--- src/rtl/hh_membrane_step_if.sv ---
// Gating-unit link: V out to the m/h/n gating units, gate values back.
// Latency: none, wires only.
// Backpressure: the master holds gate_req and v_out until the slave raises gate_ack.
interface hh_membrane_step_if;
  logic        gate_req;
  logic [15:0] v_out;
  logic        gate_ack;
  logic [15:0] m_in;
  logic [15:0] h_in;
  logic [15:0] n_in;

  modport master (output gate_req, output v_out, input gate_ack,
                  input m_in, input h_in, input n_in);
  modport slave  (input gate_req, input v_out, output gate_ack,
                  output m_in, output h_in, output n_in);
endinterface

--- src/rtl/hh_membrane_step.sv ---
// Hodgkin-Huxley membrane integrator: one forward-Euler step of V per accepted start.
// Latency: done pulses 12 cycles after the gate_req && gate_ack cycle.
// Backpressure: waits in REQ for gate_ack; start is ignored while busy and in the done cycle.
module hh_membrane_step #(
  parameter logic [15:0] G_NA     = 16'h7800,
  parameter logic [15:0] G_K      = 16'h2400,
  parameter logic [15:0] G_L      = 16'h004D,
  parameter logic [15:0] E_NA     = 16'h3200,
  parameter logic [15:0] E_K      = 16'hB300,
  parameter logic [15:0] E_L      = 16'hC99A,
  parameter logic [15:0] V_REST   = 16'hBF00,
  parameter logic [15:0] SPIKE_TH = 16'h0000,
  parameter int unsigned DT_SHIFT = 4
) (
  input  logic               clk,
  input  logic               reset,
  input  logic               start,
  input  logic [15:0]        i_ext,
  hh_membrane_step_if.master gate,
  output logic               busy,
  output logic               done,
  output logic               spike,
  output logic [15:0]        v_mem
);

  typedef enum logic [1:0] {S_IDLE, S_REQ, S_CALC, S_UPD} state_t;

  localparam logic signed [33:0] V_MAX = 34'sd32767;
  localparam logic signed [33:0] V_MIN = -34'sd32768;

  state_t             state_q, state_d;
  logic [3:0]         step_q, step_d;
  logic [15:0]        v_mem_q, v_mem_d;
  logic [15:0]        i_ext_q, i_ext_d;
  logic [15:0]        m_q, m_d, h_q, h_d, n_q, n_d;
  logic [15:0]        p_q, p_d, q_q, q_d;
  logic signed [31:0] ina_q, ina_d, ik_q, ik_d, il_q, il_d;
  logic               done_q, done_d, spike_q, spike_d;

  logic signed [16:0] v_x, dv_na, dv_k, dv_l;
  logic signed [31:0] mul_a;
  logic signed [16:0] mul_b;
  logic signed [48:0] mul_p;
  logic signed [33:0] sum, sum_sh, v_sum;
  logic [15:0]        v_new;
  logic               unused_mul_bits;

  // Distance of V from each reversal potential, 17 bits so it cannot wrap
  assign v_x   = {v_mem_q[15], v_mem_q};
  assign dv_na = v_x - {E_NA[15], E_NA};
  assign dv_k  = v_x - {E_K[15], E_K};
  assign dv_l  = v_x - {E_L[15], E_L};

  // The single shared multiplier; gate operands are zero-extended (unsigned Q1.15)
  assign mul_p = 49'(mul_a) * 49'(mul_b);
  assign unused_mul_bits = ^{mul_p[48:47], mul_p[7:0]};

  // State and datapath registers; reset wins in every state and aborts a step in flight
  always_ff @(posedge clk) begin
    if (reset) begin
      state_q <= S_IDLE;
      step_q  <= 4'd0;
      v_mem_q <= V_REST;
      i_ext_q <= 16'h0;
      m_q     <= 16'h0;
      h_q     <= 16'h0;
      n_q     <= 16'h0;
      p_q     <= 16'h0;
      q_q     <= 16'h0;
      ina_q   <= 32'sd0;
      ik_q    <= 32'sd0;
      il_q    <= 32'sd0;
      done_q  <= 1'b0;
      spike_q <= 1'b0;
    end else begin
      state_q <= state_d;
      step_q  <= step_d;
      v_mem_q <= v_mem_d;
      i_ext_q <= i_ext_d;
      m_q     <= m_d;
      h_q     <= h_d;
      n_q     <= n_d;
      p_q     <= p_d;
      q_q     <= q_d;
      ina_q   <= ina_d;
      ik_q    <= ik_d;
      il_q    <= il_d;
      done_q  <= done_d;
      spike_q <= spike_d;
    end
  end

  // Next state: IDLE -> REQ -> CALC (10 multiply steps) -> UPD -> IDLE
  always_comb begin
    state_d = state_q;
    step_d  = step_q;
    case (state_q)
      S_IDLE: if (start && !done_q) state_d = S_REQ;
      S_REQ: begin
        if (gate.gate_ack) begin
          state_d = S_CALC;
          step_d  = 4'd1;
        end
      end
      S_CALC: begin
        step_d = step_q + 4'd1;
        if (step_q == 4'd10) state_d = S_UPD;
      end
      S_UPD:   state_d = S_IDLE;
      default: state_d = S_IDLE;
    endcase
  end

  // Datapath: operand select per step, capture of inputs, Euler update with saturation
  always_comb begin
    mul_a   = 32'sd0;
    mul_b   = 17'sd0;
    i_ext_d = i_ext_q;
    m_d     = m_q;
    h_d     = h_q;
    n_d     = n_q;
    p_d     = p_q;
    q_d     = q_q;
    ina_d   = ina_q;
    ik_d    = ik_q;
    il_d    = il_q;
    v_mem_d = v_mem_q;

    if (state_q == S_IDLE && start && !done_q) i_ext_d = i_ext;
    if (state_q == S_REQ && gate.gate_ack) begin
      m_d = gate.m_in;
      h_d = gate.h_in;
      n_d = gate.n_in;
    end

    case (step_q)
      4'd1:    begin mul_a = {16'h0, m_q};                mul_b = {1'b0, m_q}; end
      4'd2:    begin mul_a = {16'h0, p_q};                mul_b = {1'b0, m_q}; end
      4'd3:    begin mul_a = {16'h0, p_q};                mul_b = {1'b0, h_q}; end
      4'd4:    begin mul_a = {16'h0, n_q};                mul_b = {1'b0, n_q}; end
      4'd5:    begin mul_a = {16'h0, q_q};                mul_b = {1'b0, q_q}; end
      4'd6:    begin mul_a = {{16{G_NA[15]}}, G_NA};      mul_b = {1'b0, p_q}; end
      4'd7:    begin mul_a = ina_q;                       mul_b = dv_na;       end
      4'd8:    begin mul_a = {{16{G_K[15]}}, G_K};        mul_b = {1'b0, q_q}; end
      4'd9:    begin mul_a = ik_q;                        mul_b = dv_k;        end
      4'd10:   begin mul_a = {{16{G_L[15]}}, G_L};        mul_b = dv_l;        end
      default: begin mul_a = 32'sd0;                      mul_b = 17'sd0;      end
    endcase

    if (state_q == S_CALC) begin
      case (step_q)
        4'd1, 4'd2, 4'd3: p_d   = mul_p[30:15];
        4'd4, 4'd5:       q_d   = mul_p[30:15];
        4'd6:             ina_d = mul_p[46:15];
        4'd7:             ina_d = mul_p[39:8];
        4'd8:             ik_d  = mul_p[46:15];
        4'd9:             ik_d  = mul_p[39:8];
        4'd10:            il_d  = mul_p[39:8];
        default:          ;
      endcase
    end

    // Sum carried in 34 bits so only the final V is clamped, never a partial result
    sum    = {{18{i_ext_q[15]}}, i_ext_q} - {{2{ina_q[31]}}, ina_q}
           - {{2{ik_q[31]}}, ik_q} - {{2{il_q[31]}}, il_q};
    sum_sh = sum >>> DT_SHIFT;
    v_sum  = {{18{v_mem_q[15]}}, v_mem_q} + sum_sh;
    if (v_sum > V_MAX)      v_new = 16'h7FFF;
    else if (v_sum < V_MIN) v_new = 16'h8000;
    else                    v_new = v_sum[15:0];

    done_d  = (state_q == S_UPD);
    spike_d = (state_q == S_UPD) && ($signed(v_mem_q) < $signed(SPIKE_TH))
              && ($signed(v_new) >= $signed(SPIKE_TH));
    if (state_q == S_UPD) v_mem_d = v_new;
  end

  // Outputs: handshake and busy follow the state; V, done and spike come from flops
  always_comb begin
    gate.gate_req = (state_q == S_REQ);
    gate.v_out    = v_mem_q;
    busy          = (state_q != S_IDLE);
    done          = done_q;
    spike         = spike_q;
    v_mem         = v_mem_q;
  end

endmodule

--- src/flat_wrapper.sv ---
// flat-port wrapper written by rule: the top's interface ports become plain ports
module hh_membrane_step_flat 
#(
  parameter logic [15:0] G_NA     = 16'h7800,
  parameter logic [15:0] G_K      = 16'h2400,
  parameter logic [15:0] G_L      = 16'h004D,
  parameter logic [15:0] E_NA     = 16'h3200,
  parameter logic [15:0] E_K      = 16'hB300,
  parameter logic [15:0] E_L      = 16'hC99A,
  parameter logic [15:0] V_REST   = 16'hBF00,
  parameter logic [15:0] SPIKE_TH = 16'h0000,
  parameter int unsigned DT_SHIFT = 4
)
  (clk, reset, start, i_ext, busy, done, spike, v_mem, gate_gate_req, gate_v_out, gate_gate_ack, gate_m_in, gate_h_in, gate_n_in);
  hh_membrane_step_if gate_i ();
  input  logic clk;
  input  logic reset;
  input  logic start;
  input  logic [15:0] i_ext;
  output logic busy;
  output logic done;
  output logic spike;
  output logic [15:0] v_mem;
  output wire logic [$bits(gate_i.gate_req)-1:0] gate_gate_req;
  output wire logic [$bits(gate_i.v_out)-1:0] gate_v_out;
  input wire logic [$bits(gate_i.gate_ack)-1:0] gate_gate_ack;
  input wire logic [$bits(gate_i.m_in)-1:0] gate_m_in;
  input wire logic [$bits(gate_i.h_in)-1:0] gate_h_in;
  input wire logic [$bits(gate_i.n_in)-1:0] gate_n_in;
  assign gate_gate_req = gate_i.gate_req;
  assign gate_v_out = gate_i.v_out;
  assign gate_i.gate_ack = gate_gate_ack;
  assign gate_i.m_in = gate_m_in;
  assign gate_i.h_in = gate_h_in;
  assign gate_i.n_in = gate_n_in;
  hh_membrane_step #(.G_NA(G_NA), .G_K(G_K), .G_L(G_L), .E_NA(E_NA), .E_K(E_K), .E_L(E_L), .V_REST(V_REST), .SPIKE_TH(SPIKE_TH), .DT_SHIFT(DT_SHIFT)) u_core (.clk(clk), .reset(reset), .start(start), .i_ext(i_ext), .gate(gate_i), .busy(busy), .done(done), .spike(spike), .v_mem(v_mem));
endmodule
--- config.mk ---
export PLATFORM = sky130hd
export DESIGN_NAME = hh_membrane_step_flat
export DESIGN_NICKNAME = d
export VERILOG_FILES = /design/src/rtl/hh_membrane_step_if.sv /design/src/rtl/hh_membrane_step.sv /design/src/flat_wrapper.sv
export SDC_FILE = /design/constraint.sdc
export NUM_CORES = 2
export LEC_CHECK = 0
export ABC_AREA = 1
export ABC_CLOCK_PERIOD_IN_PS = 8250
export CORE_MARGIN = 2
export CORE_UTILIZATION = 54
export CTS_CLUSTER_SIZE = 24
export DETAILED_ROUTE_END_ITERATION = 7
export PLACE_DENSITY = 0.79
export SYNTH_ARGS = -nofsm -noshare
export SYNTH_HDL_FRONTEND = slang
export SYNTH_SLANG_ARGS = --single-unit
--- constraint.sdc ---
create_clock -name clk -period 8.25 [get_ports clk]
set_input_delay 0.825 -clock clk [delete_from_list [all_inputs] [get_ports clk]]
set_output_delay 0.825 -clock clk [all_outputs]
set_load 0.05 [all_outputs]
==> key figures <==
GRT
  – Congestion Overflow GR: 0
  – Largest net degree at the start of global routing: 100
  – Overall Global Routing Usage: 0.360
  – Vias in the first global route: ~34000
  – Antenna violations before repair: 0
  – First-pass GRT wire length: between 150000 and 200000 µm

Synthesis
  – Synth area leaders: fa_1 30%, dfxtp_1 12%, inv_1 10%
  – Distinct cells, synth: 67
  – Top FF cell, synth: dfxtp_1
  – Number of enable flip-flop cells after synthesis: 0
  – Seq/Total Area, Yosys: 0.121
  – Ys Warns: 0
  – Biggest area consumer among synthesized cells: fa_1
  – Synth Area per Inst: roughly 7.3 µm²
  – Ys async rst share: 0
  – Syn_nets: between 5000 and 6000
  – Post-Synthesis Cells: between 4000 and 5000
  – Netlist Area Pre-Place: between 30000 and 40000 µm²
  – Top-area cell type share of the netlist area: 0.303
  – Post-synthesis register bit count: 216

Min path
  – Worst Hold Class: reg2reg

Timing
  – Least-Margin Pin Slew: around 1300 ps
  – # setup viols final: 0
  – Max Clk Rate: between 0.1 and 0.15 GHz
  – Setup TNS: 0 ps
  – RSZ-0062 raised after global routing: true
  – Max Slew Vio Count: 0
  – Final worst slack: between 200 and 300 ps
  – Final Hold Fails: 0
  – Clk_skew: 30.7 ps
  – Tcrit/Tclk final: 0.969
  – Fin crit period: between 7000 and 8000 ps
  – Rel. slew slack: 0.150

Critical path
  – CP Data Arrival Time: between 8000 and 9000 ps
  – Critical Path Max Stage Delay: approximately 550 ps
  – Critical path class: reg2reg
  – Crit start category: register
  – Worst path slowest cell: fa_1
  – Crit path max fanout: 8
  – CP Data Required Time: between 8000 and 9000 ps
  – Worst setup EP type: register

Final layout
  – Fillcell total: just under 6000
  – Fin nets: 5867
  – Area occupied by multi-input gates: ~27000 µm²
  – Post-route insts no fill: ~5900
  – Area Overhead vs Synth: 11.5%
  – Share of layout cells above drive strength 1: 0.0773
  – Sequential cell area: about 4300 µm²

Clock tree
  – Root Driver: clkbuf_16
  – Clk slew on worst S/H paths: 60 ps
  – # hold bufs at CTS: 0
  – TritonCTS clock tree: built
  – Clock Latency Late Sink: approximately 570 ps
  – Clock sink count: around 220
  – CTS Buf Count: 25
  – CTS HTree Levels: 1
  – Clk buf depth: 3

Placement
  – Port buffer count: slightly above 100
  – Hpwl dp: approximately 100000 µm
  – Gp weighted congestion: ~1.0
  – Placed instance count: 5865
  – Dpl ws: -152 ps

Floorplanning
  – Die Wd: around 260 µm
  – Die area: just under 70000 µm²
  – Site row count: 94
  – Initial Util: 0.544
  – Core Footprint: about 66000 µm²
  – Height of the die: approximately 260 µm
  – Top-level I/O count: ~100

Route
  – Remaining antenna violation count: 0
  – 1st-pass router iterations: 7
  – Routed vias/inst: 5.73
  – Vias: ~34000
  – Wire length per cell after detailed routing: about 20 µm
  – Initial drt markers: 3744
  – DRC: 0
  – DRT Wirelength: between 100000 and 150000 µm

Flow run
  – Max-Cap Viols: 0

Run status
  – Status: finished clean

Power and ir drop
  – Peak supply drop: just over 0.0008 V
  – Pleak: 18.0 nW
  – PD cells: 300 nW/µm²
worst paths after layout:
| path | startpoint | to | slack, ps | cells past startpoint |
|---|---|---|---|---|
| worst min-delay path | u_core.ina_q[6] | u_core.ina_q[6] | 470 | 2 |
| worst max register to register | u_core.step_q[0] | u_core.ina_q[30] | 260 | 37 |
| worst min register to register | u_core.ina_q[6] | u_core.ina_q[6] | 470 | 2 |
| worst max-delay path | u_core.step_q[0] | u_core.ina_q[30] | 260 | 37 |
logic make-up (layout without fill, tap and decap cells):
kind of cell | after synthesis | in the layout | synth area share
XOR/XNOR | 102 | 102 | 0.0266
AO/OA/AOI/OAI | 751 | 751 | 0.122
flip-flops | 216 | 216 | 0.121
AND/OR/NAND/NOR | 1887 | 1887 | 0.222
adder cells (fa/ha/maj) | 760 | 760 | 0.380
buffers and inverters | 1150 | 1341 | 0.128
other | 0 | 1 | 0
synthesized netlist by cell type (57+ instances only):
master,instances
xor2_1,57
o211ai_1,60
ha_1,221
fa_1,539
nand2_1,926
inv_1,959
o21ai_0,229
a21oi_1,305
nand3_1,228
dfxtp_1,216
clkbuf_1,101
nor2_1,571
state kept, by name, summed over array words and instances (netlist names):
signal and count:
u_core.done 1, u_core.n_q 16, u_core.state_q 2, u_core.gate.v_out 16, u_core.h_q 16, u_core.q_q 16, u_core.ik_q 32, u_core.il_q 32
u_core.spike 1, u_core.m_q 16, u_core.i_ext_q 16, u_core.p_q 16, u_core.ina_q 32, u_core.step_q 4
worst max-delay path: cells and delay by family (launching register included):
family	cells	cell delay, ps
AO/OA/AOI/OAI	8	1050
XOR/XNOR	1	170
adder cells (fa/ha/maj)	8	3540
buffers and inverters	13	1670
flip-flops	1	330
AND/OR/NAND/NOR	7	1030
layer usage:
metal	track usage	vias to the layer above	wire length (µm)
met5	0	-	0
met4	0.149	0	5910
met3	0.0472	323	11100
met2	0.596	1756	56400
met1	0.478	16405	47300
li1	-	15435	-
placed cells by master, fill, tap and decap left out, drive strengths merged, types with 8 or more instances in the layout:
cell type,netlist,layout
inv,967,968
nand2,959,959
nor2,576,576
fa,539,539
a21oi,309,309
o21ai,245,245
nand3,242,242
ha,221,221
dfxtp,216,216
buf,57,213
clkdlybuf4s50,0,102
xor2,62,62
o211ai,60,60
nor3,42,42
xnor2,40,40
nand4,29,29
clkbuf,107,29
o21bai,28,28
o22ai,25,25
clkinv,14,19
nor4,19,19
a221oi,15,15
a211oi,12,12
a21o,11,11
a31oi,11,11
o221ai,8,8
nand3b,8,8
what timing repair did:
item | in CTS | in global routing
hold endpoints to repair | 0 | 0
gates resized for setup | 2 | 41
endpoints found under the setup margin | 6 | 101
setup buffers | 3 | 8
pin swaps | 0 | 3
report_power, final:
group          total, mW  leakage (nW)  internal, mW  switching, mW
logic               9.49          15.9          3.11           6.38
clock network       1.18         0.415         0.672          0.504
registers           1.27          1.75          1.16          0.113
stage by stage:
step / hold WS, ps / utilization / power [mW] / area, µm²
after detailed placement: 455 / 0.590 / 10.6 / 38600
after global routing: 485 / 0.607 / 13.0 / 39800
final: 466 / 0.607 / 11.9 / 39800
after global placement: 452 / 0.590 / 10.5 / 38600
after floorplan: 433 / - / 7.93 / 35700
after CTS: 465 / 0.603 / 11.8 / 39500
layout make-up:
| type | count | share of cell area |
|---|---|---|
| inverters | 981 | 0.0932 |
| multi-input cells | 3500 | 0.679 |
| flip-flops and latches | 216 | 0.109 |
| clock inverters | 16 | 0.00513 |
| well taps | 864 | 0.0272 |
| repair buffers | 315 | 0.0707 |
| clock buffers | 29 | 0.0164 |
| diodes | 1 | 0.0000629 |
Note: power is estimated with default switching activity, not from simulation.
